**src/rtl/fp_addsub_pkg.sv**
```systemverilog
// Shared types and constants for the fp_addsub_arbiter block.
//   state_e       : request/execute/response sequencing states
//   OP_ADD/OP_SUB : encoding of the operation select bit
//   DEFAULT_*     : default datapath geometry
package fp_addsub_pkg;

  typedef enum logic [1:0] {
    ST_IDLE = 2'd0,
    ST_EXEC = 2'd1,
    ST_RESP = 2'd2
  } state_e;

  localparam logic OP_ADD = 1'b0;
  localparam logic OP_SUB = 1'b1;

  localparam int unsigned DEFAULT_WIDTH   = 32;
  localparam int unsigned DEFAULT_NUM_REQ = 4;
  localparam int unsigned DEFAULT_CNT_W   = 16;

endpackage

```
**src/rtl/rr_arbiter.sv**
```systemverilog
// Combinational round-robin arbiter.
// Searches req starting at last_id+1 upward with modulo wrap and grants the
// first set bit.
//   req       in  : request vector
//   last_id   in  : index of the most recent winner (lowest priority now)
//   grant     out : one-hot grant, zero when no request is set
//   grant_id  out : binary index of the granted requester
//   any_grant out : at least one request is set
module rr_arbiter #(
  parameter int unsigned NUM_REQ = 4,
  parameter int unsigned ID_W    = $clog2(NUM_REQ)
) (
  input  logic [NUM_REQ-1:0] req,
  input  logic [ID_W-1:0]    last_id,
  output logic [NUM_REQ-1:0] grant,
  output logic [ID_W-1:0]    grant_id,
  output logic               any_grant
);

  always_comb begin
    int unsigned idx;
    logic [ID_W-1:0] idx_w;
    grant     = '0;
    grant_id  = '0;
    any_grant = 1'b0;
    idx       = 0;
    idx_w     = '0;
    // k runs 1..NUM_REQ so last_id itself is examined last.
    for (int unsigned k = 1; k <= NUM_REQ; k++) begin
      idx   = (32'(last_id) + k) % NUM_REQ;
      idx_w = idx[ID_W-1:0];
      if (!any_grant && req[idx_w]) begin
        grant[idx_w] = 1'b1;
        grant_id     = idx_w;
        any_grant    = 1'b1;
      end
    end
  end

endmodule

```
**src/rtl/fp_addsub_arbiter.sv**
```systemverilog
// Shares one external combinational add/subtract datapath among NUM_REQ
// requesters. A round-robin arbiter accepts one request per idle cycle,
// registers its operands toward the datapath, captures the result one cycle
// later and returns it with the requester ID on a valid/ready channel.
//   clk, rst_n            : clock, asynchronous active-low reset
//   req_valid/req_ready   : per-requester handshake (ready is one-hot or zero)
//   req_a/req_b/req_op    : packed per-requester operands, requester i at [i*WIDTH +: WIDTH]
//   fp_a/fp_b/fp_op       : registered operands to the shared datapath
//   fp_result             : combinational result from the shared datapath
//   rsp_valid/rsp_ready   : response handshake
//   rsp_id/rsp_result     : owner ID and captured result
//   busy                  : not idle
//   op_count              : completed responses, wrapping
module fp_addsub_arbiter
  import fp_addsub_pkg::*;
#(
  parameter int unsigned WIDTH   = DEFAULT_WIDTH,
  parameter int unsigned NUM_REQ = DEFAULT_NUM_REQ,
  parameter int unsigned ID_W    = $clog2(NUM_REQ),
  parameter int unsigned CNT_W   = DEFAULT_CNT_W
) (
  input  logic                     clk,
  input  logic                     rst_n,
  input  logic [NUM_REQ-1:0]       req_valid,
  output logic [NUM_REQ-1:0]       req_ready,
  input  logic [NUM_REQ*WIDTH-1:0] req_a,
  input  logic [NUM_REQ*WIDTH-1:0] req_b,
  input  logic [NUM_REQ-1:0]       req_op,
  output logic [WIDTH-1:0]         fp_a,
  output logic [WIDTH-1:0]         fp_b,
  output logic                     fp_op,
  input  logic [WIDTH-1:0]         fp_result,
  output logic                     rsp_valid,
  input  logic                     rsp_ready,
  output logic [ID_W-1:0]          rsp_id,
  output logic [WIDTH-1:0]         rsp_result,
  output logic                     busy,
  output logic [CNT_W-1:0]         op_count
);

  state_e             state_q, state_d;
  logic [ID_W-1:0]    last_id_q;
  logic [ID_W-1:0]    tag_q;
  logic [WIDTH-1:0]   fp_a_q, fp_b_q;
  logic               fp_op_q;
  logic               rsp_valid_q;
  logic [ID_W-1:0]    rsp_id_q;
  logic [WIDTH-1:0]   rsp_result_q;
  logic [CNT_W-1:0]   op_count_q;

  logic [NUM_REQ-1:0] grant;
  logic [ID_W-1:0]    grant_id;
  logic               any_grant;
  logic               accept;
  logic               rsp_fire;
  logic [WIDTH-1:0]   sel_a, sel_b;
  logic               sel_op;

  rr_arbiter #(
    .NUM_REQ (NUM_REQ),
    .ID_W    (ID_W)
  ) u_rr_arbiter (
    .req       (req_valid),
    .last_id   (last_id_q),
    .grant     (grant),
    .grant_id  (grant_id),
    .any_grant (any_grant)
  );

  // Operand mux for the current winner.
  always_comb begin
    sel_a  = req_a[int'(grant_id) * WIDTH +: WIDTH];
    sel_b  = req_b[int'(grant_id) * WIDTH +: WIDTH];
    sel_op = req_op[grant_id];
  end

  always_comb begin
    state_d   = state_q;
    req_ready = '0;
    accept    = 1'b0;
    rsp_fire  = 1'b0;
    unique case (state_q)
      ST_IDLE: begin
        // Ready is offered only to the winner, so a grant is a handshake.
        // Gated by rst_n so every output reads zero while reset is held.
        if (any_grant && rst_n) begin
          req_ready = grant;
          accept    = 1'b1;
          state_d   = ST_EXEC;
        end
      end
      ST_EXEC: begin
        state_d = ST_RESP;
      end
      ST_RESP: begin
        if (rsp_ready) begin
          rsp_fire = 1'b1;
          state_d  = ST_IDLE;
        end
      end
      default: begin
        state_d = ST_IDLE;
      end
    endcase
  end

  always_ff @(posedge clk or negedge rst_n) begin
    if (!rst_n) begin
      state_q      <= ST_IDLE;
      last_id_q    <= ID_W'(NUM_REQ - 1);
      tag_q        <= '0;
      fp_a_q       <= '0;
      fp_b_q       <= '0;
      fp_op_q      <= OP_ADD;
      rsp_valid_q  <= 1'b0;
      rsp_id_q     <= '0;
      rsp_result_q <= '0;
      op_count_q   <= '0;
    end else begin
      state_q <= state_d;
      if (accept) begin
        fp_a_q    <= sel_a;
        fp_b_q    <= sel_b;
        fp_op_q   <= sel_op;
        tag_q     <= grant_id;
        last_id_q <= grant_id;
      end
      // The datapath has had the whole EXEC cycle to settle.
      if (state_q == ST_EXEC) begin
        rsp_result_q <= fp_result;
        rsp_id_q     <= tag_q;
        rsp_valid_q  <= 1'b1;
      end
      if (rsp_fire) begin
        rsp_valid_q <= 1'b0;
        op_count_q  <= op_count_q + 1'b1;
      end
    end
  end

  assign fp_a       = fp_a_q;
  assign fp_b       = fp_b_q;
  assign fp_op      = fp_op_q;
  assign rsp_valid  = rsp_valid_q;
  assign rsp_id     = rsp_id_q;
  assign rsp_result = rsp_result_q;
  assign busy       = (state_q != ST_IDLE);
  assign op_count   = op_count_q;

`ifndef SYNTHESIS
  a_ready_onehot0 : assert property (@(posedge clk) disable iff (!rst_n)
    $onehot0(req_ready));

  a_rsp_stable : assert property (@(posedge clk) disable iff (!rst_n)
    (rsp_valid && !rsp_ready) |=> (rsp_valid && $stable(rsp_id) && $stable(rsp_result)));

  a_ready_idle_only : assert property (@(posedge clk) disable iff (!rst_n)
    (state_q != ST_IDLE) |-> (req_ready == '0));
`endif

endmodule

```
**config.mk**
```make
export PLATFORM = sky130hd
export DESIGN_NAME = fp_addsub_arbiter
export DESIGN_NICKNAME = d
export VERILOG_FILES = /design/src/rtl/fp_addsub_pkg.sv /design/src/rtl/rr_arbiter.sv /design/src/rtl/fp_addsub_arbiter.sv
export SDC_FILE = /design/constraint.sdc
export NUM_CORES = 1
export LEC_CHECK = 0
export CORE_AREA = 2 2 164 166
export DETAILED_ROUTE_END_ITERATION = 12
export DIE_AREA = 0 0 166 168
export REMOVE_ABC_BUFFERS = 1
export SETUP_SLACK_MARGIN = 0.3
export SYNTH_ARGS = -nofsm -noshare
export SYNTH_HDL_FRONTEND = slang
export SYNTH_SLANG_ARGS = --single-unit
export TNS_END_PERCENT = 5
```
**constraint.sdc**
```tcl
create_clock -name clk -period 9.9 [get_ports clk]
set_input_delay 2.97 -clock clk [delete_from_list [all_inputs] [get_ports clk]]
set_output_delay 2.97 -clock clk [all_outputs]
set_load 0.01 [all_outputs]
```
==> results.sh <==
export IMPL_drive_above_1_share=0.0835
export IMPL_cp_top_family="buffers and inverters"
export IMPL_fin_setup_tns_ns=0
export IMPL_insertion_delay_ns=0.42
export IMPL_synth_edf_count=0
export IMPL_hold_viol=0
export IMPL_cts_sinks=122
export IMPL_antenna_found_initial=0
export IMPL_crit_buf_inv=2
export IMPL_cts_root_buf="clkbuf_16"
export IMPL_drtPass1Iterations=4
export IMPL_numCtsBuffers=17
export IMPL_path_depth=7
export IMPL_cts_tree="done"
export IMPL_cp_startpoint="req_valid[0]"
export IMPL_vias=8030
export IMPL_synthCells=790
export IMPL_fin_util=0.484
export IMPL_critPathArrivalTime_ns=5.58
export IMPL_synth_top_area_frac=0.385
export IMPL_syn_area_um2=7800
export IMPL_slew_violations=0
export IMPL_antenna_left=0
export IMPL_fmax_ghz=0.117
export IMPL_synth_cell_types=43
export IMPL_fillers=2487
export IMPL_fp_row_count=60
export IMPL_routed_wl_mm=31.6
export IMPL_critPathMostFrequentCell="clkdlybuf4s50_1"
export IMPL_cts_clk_slew_worst_paths_ns=0.06
export IMPL_dp_hpwl_mm=21.9
export IMPL_cp_endpoint="req_ready[1]"
export IMPL_clock_path_buffers=2
export IMPL_yosys_cell_count_top_type="nand2_1"
export IMPL_grt_usage=0.222
export IMPL_crit_path_top_delay_cell="clkdlybuf4s50_1"
export IMPL_cp_max_fo=7
export IMPL_syn_avg_cell_area_um2=9.87
export IMPL_reg2reg_slack_ns=5.82
export IMPL_path_cells="clkdlybuf4s50_1 -> mux4_2 -> nor2b_1 -> nor3b_1 -> a221oi_1 -> nor2_1 -> clkdlybuf4s50_1"
export IMPL_portBuffers=419
export IMPL_seq_area_frac_synth=0.392
export IMPL_tightest_slew_ns=1.03
export IMPL_drtIter0Drc=477
export IMPL_synth_largest_area_cell="dfrtp_1"
export IMPL_wl_per_cell_um=20.9
export IMPL_grt_pass1_vias=8092
export IMPL_worstPathRequired_ns=6.93
export IMPL_start_util=0.296
export IMPL_synthTopCellsByArea="dfrtp_1, nand2_1, o221a_1"
export IMPL_hp_class="reg2reg"
export IMPL_ir_worst_vdd_uv=300
export IMPL_core_um2=26400
export IMPL_crit_type="in2out"
export IMPL_hold_depth=1
export IMPL_postCtsSetupBuffers=0
export IMPL_die_w_um=166
export IMPL_synth_commonest_cells="nand2_1, dfrtp_1, mux2i_1, a221o_1"
export IMPL_post_route_min_period_ns=8.55
export IMPL_syn_to_final_growth_pct=63.4
export IMPL_cp_start_kind="input port"
export IMPL_cts_max_level=4
export IMPL_place_area_um2=12200
export IMPL_rsz0062_at_grt="no"
export IMPL_powerDensity_nw_per_um2=307
export IMPL_gp_congestion=0.816
export IMPL_cp_end_kind="output pin"
export IMPL_r2r_worst_path_cells=9
export IMPL_finalSetupViolCount=0
export IMPL_async_flop_share=1.00
export IMPL_outcome="completed"
export IMPL_design_area_um2=12700
export IMPL_dieArea_um2=27900
export IMPL_max_stage_delay_ns=0.57
export IMPL_ys_warn_count=0
export IMPL_diodes=0
export IMPL_cap_violations=0
export IMPL_nets=1471
export IMPL_ios=420
export IMPL_vias_per_cell=5.30
export IMPL_timing_final_crit_share=0.863
export IMPL_cts_hold_fix_buffers=0
export IMPL_p_leak_uw=0.00496
export IMPL_reg2reg_to="fp_a[13]"
export IMPL_relSlewSlack=0.309
export IMPL_power_uw=3910
export IMPL_cts_resized=0
export IMPL_grt_max_degree=90
export IMPL_die_y_um=168
export IMPL_synth_ff_type="dfrtp_1"
export IMPL_reg2reg_from="last_id_q[0]"
export IMPL_ys_seq_elements=122
export IMPL_final_setup_skew_ns=0.0162
export IMPL_drc_errors=0
export IMPL_grt_overflow=0
export IMPL_grt_first_pass_wirelength_mm=48.4
export IMPL_hp_start="op_count[15]"
==> worst min path at each step <==
stage | end | slack, ns
CTS | op_count[15] | 0.47
detailed placement | op_count[15] | 0.47
finish | op_count[15] | 0.47
floorplan | tag_q[0] | 0.47
global route | op_count[15] | 0.50
global placement | op_count[15] | 0.46
==> worst reg2reg max path: stages, from the launching register on <==
cell     delay, ns
dfstp_2       0.74
inv_1         0.23
ha_1          0.47
mux4_2        0.55
nor2b_1       0.30
o21ai_1       0.16
nand2_2       0.55
buf_4         0.55
o221a_1       0.31
a221o_1       0.16
==> flip-flops by register name (all words and copies together), names as in the netlist <==
register / cells
fp_op: 1
op_count: 16
last_id_q: 2
rsp_valid: 1
tag_q: 2
state_q: 2
fp_a: 32
fp_b: 32
rsp_id: 2
rsp_result: 32
==> where the power goes <==
part,switching [uW],internal (uW),total (uW)
combinational,1260,1150,2410
clock,240,374,615
sequential,151,734,885
==> placed cells by master, fill, tap and decap left out, types with 2 or more instances in the layout <==
master / n
nor2b_4: 3
a221o_1: 65
o21bai_1: 2
ha_1: 9
bufinv_16: 2
a22oi_1: 4
dfstp_2: 2
nand3_1: 8
xor2_1: 5
inv_1: 6
nor3b_1: 3
mux2i_1: 65
clkdlybuf4s50_1: 418
a221oi_1: 4
clkinvlp_4: 4
mux4_2: 3
dfrtp_1: 120
nor3_1: 3
mux2_2: 36
mux2_4: 2
o22ai_1: 64
a22o_1: 2
buf_4: 12
inv_6: 2
nor2_1: 11
clkbuf_16: 17
xnor2_1: 10
and3_1: 2
or2_2: 3
o21ai_1: 3
nand2_1: 197
o21ai_4: 3
clkinv_2: 3
o221a_1: 64
a21oi_1: 3
==> through the flow <==
stage | setup slack [ns] | std cells | hold slack [ns]
2_1_floorplan | -2.18 | 713 | 0.468
3_3_place_gp | 1.45 | 1485 | 0.463
3_5_place_dp | 1.35 | 1485 | 0.466
4_1_cts | 1.35 | 1515 | 0.474
5_1_grt | 1.16 | 1515 | 0.499
6_report | 1.35 | 1515 | 0.468
==> layer usage <==
| metal | vias up | routed length (um) | GRT usage |
|---|---|---|---|
| li1 | 3775 | - | - |
| met1 | 3854 | 12900 | 0.268 |
| met2 | 353 | 15300 | 0.378 |
| met3 | 48 | 2620 | 0.0675 |
| met4 | 0 | 794 | 0.0767 |
| met5 | - | 0 | 0 |
==> final cells by class <==
class / count / area (um^2) / area share
Tap cell: 341 / 427 / 0.0335
Inverter: 6 / 22.5 / 0.00177
Clock inverter: 11 / 123 / 0.00962
Multi-Input combinational cell: 585 / 4390 / 0.344
Clock buffer: 19 / 443 / 0.0348
Sequential cell: 122 / 3060 / 0.240
Timing Repair Buffer: 431 / 4290 / 0.336
==> kinds of logic (layout without fill, tap and decap cells) <==
group / count (synthesis) / count (layout) / share of synthesized area
fa+ha+maj: 9 / 9 / 0.0144
buf+inv: 83 / 467 / 0.0539
simple gates: 237 / 237 / 0.124
mux: 107 / 107 / 0.149
flops: 122 / 122 / 0.392
xor+xnor: 15 / 15 / 0.0168
compound gates: 217 / 217 / 0.250
Power figures use the tool's default switching activity.
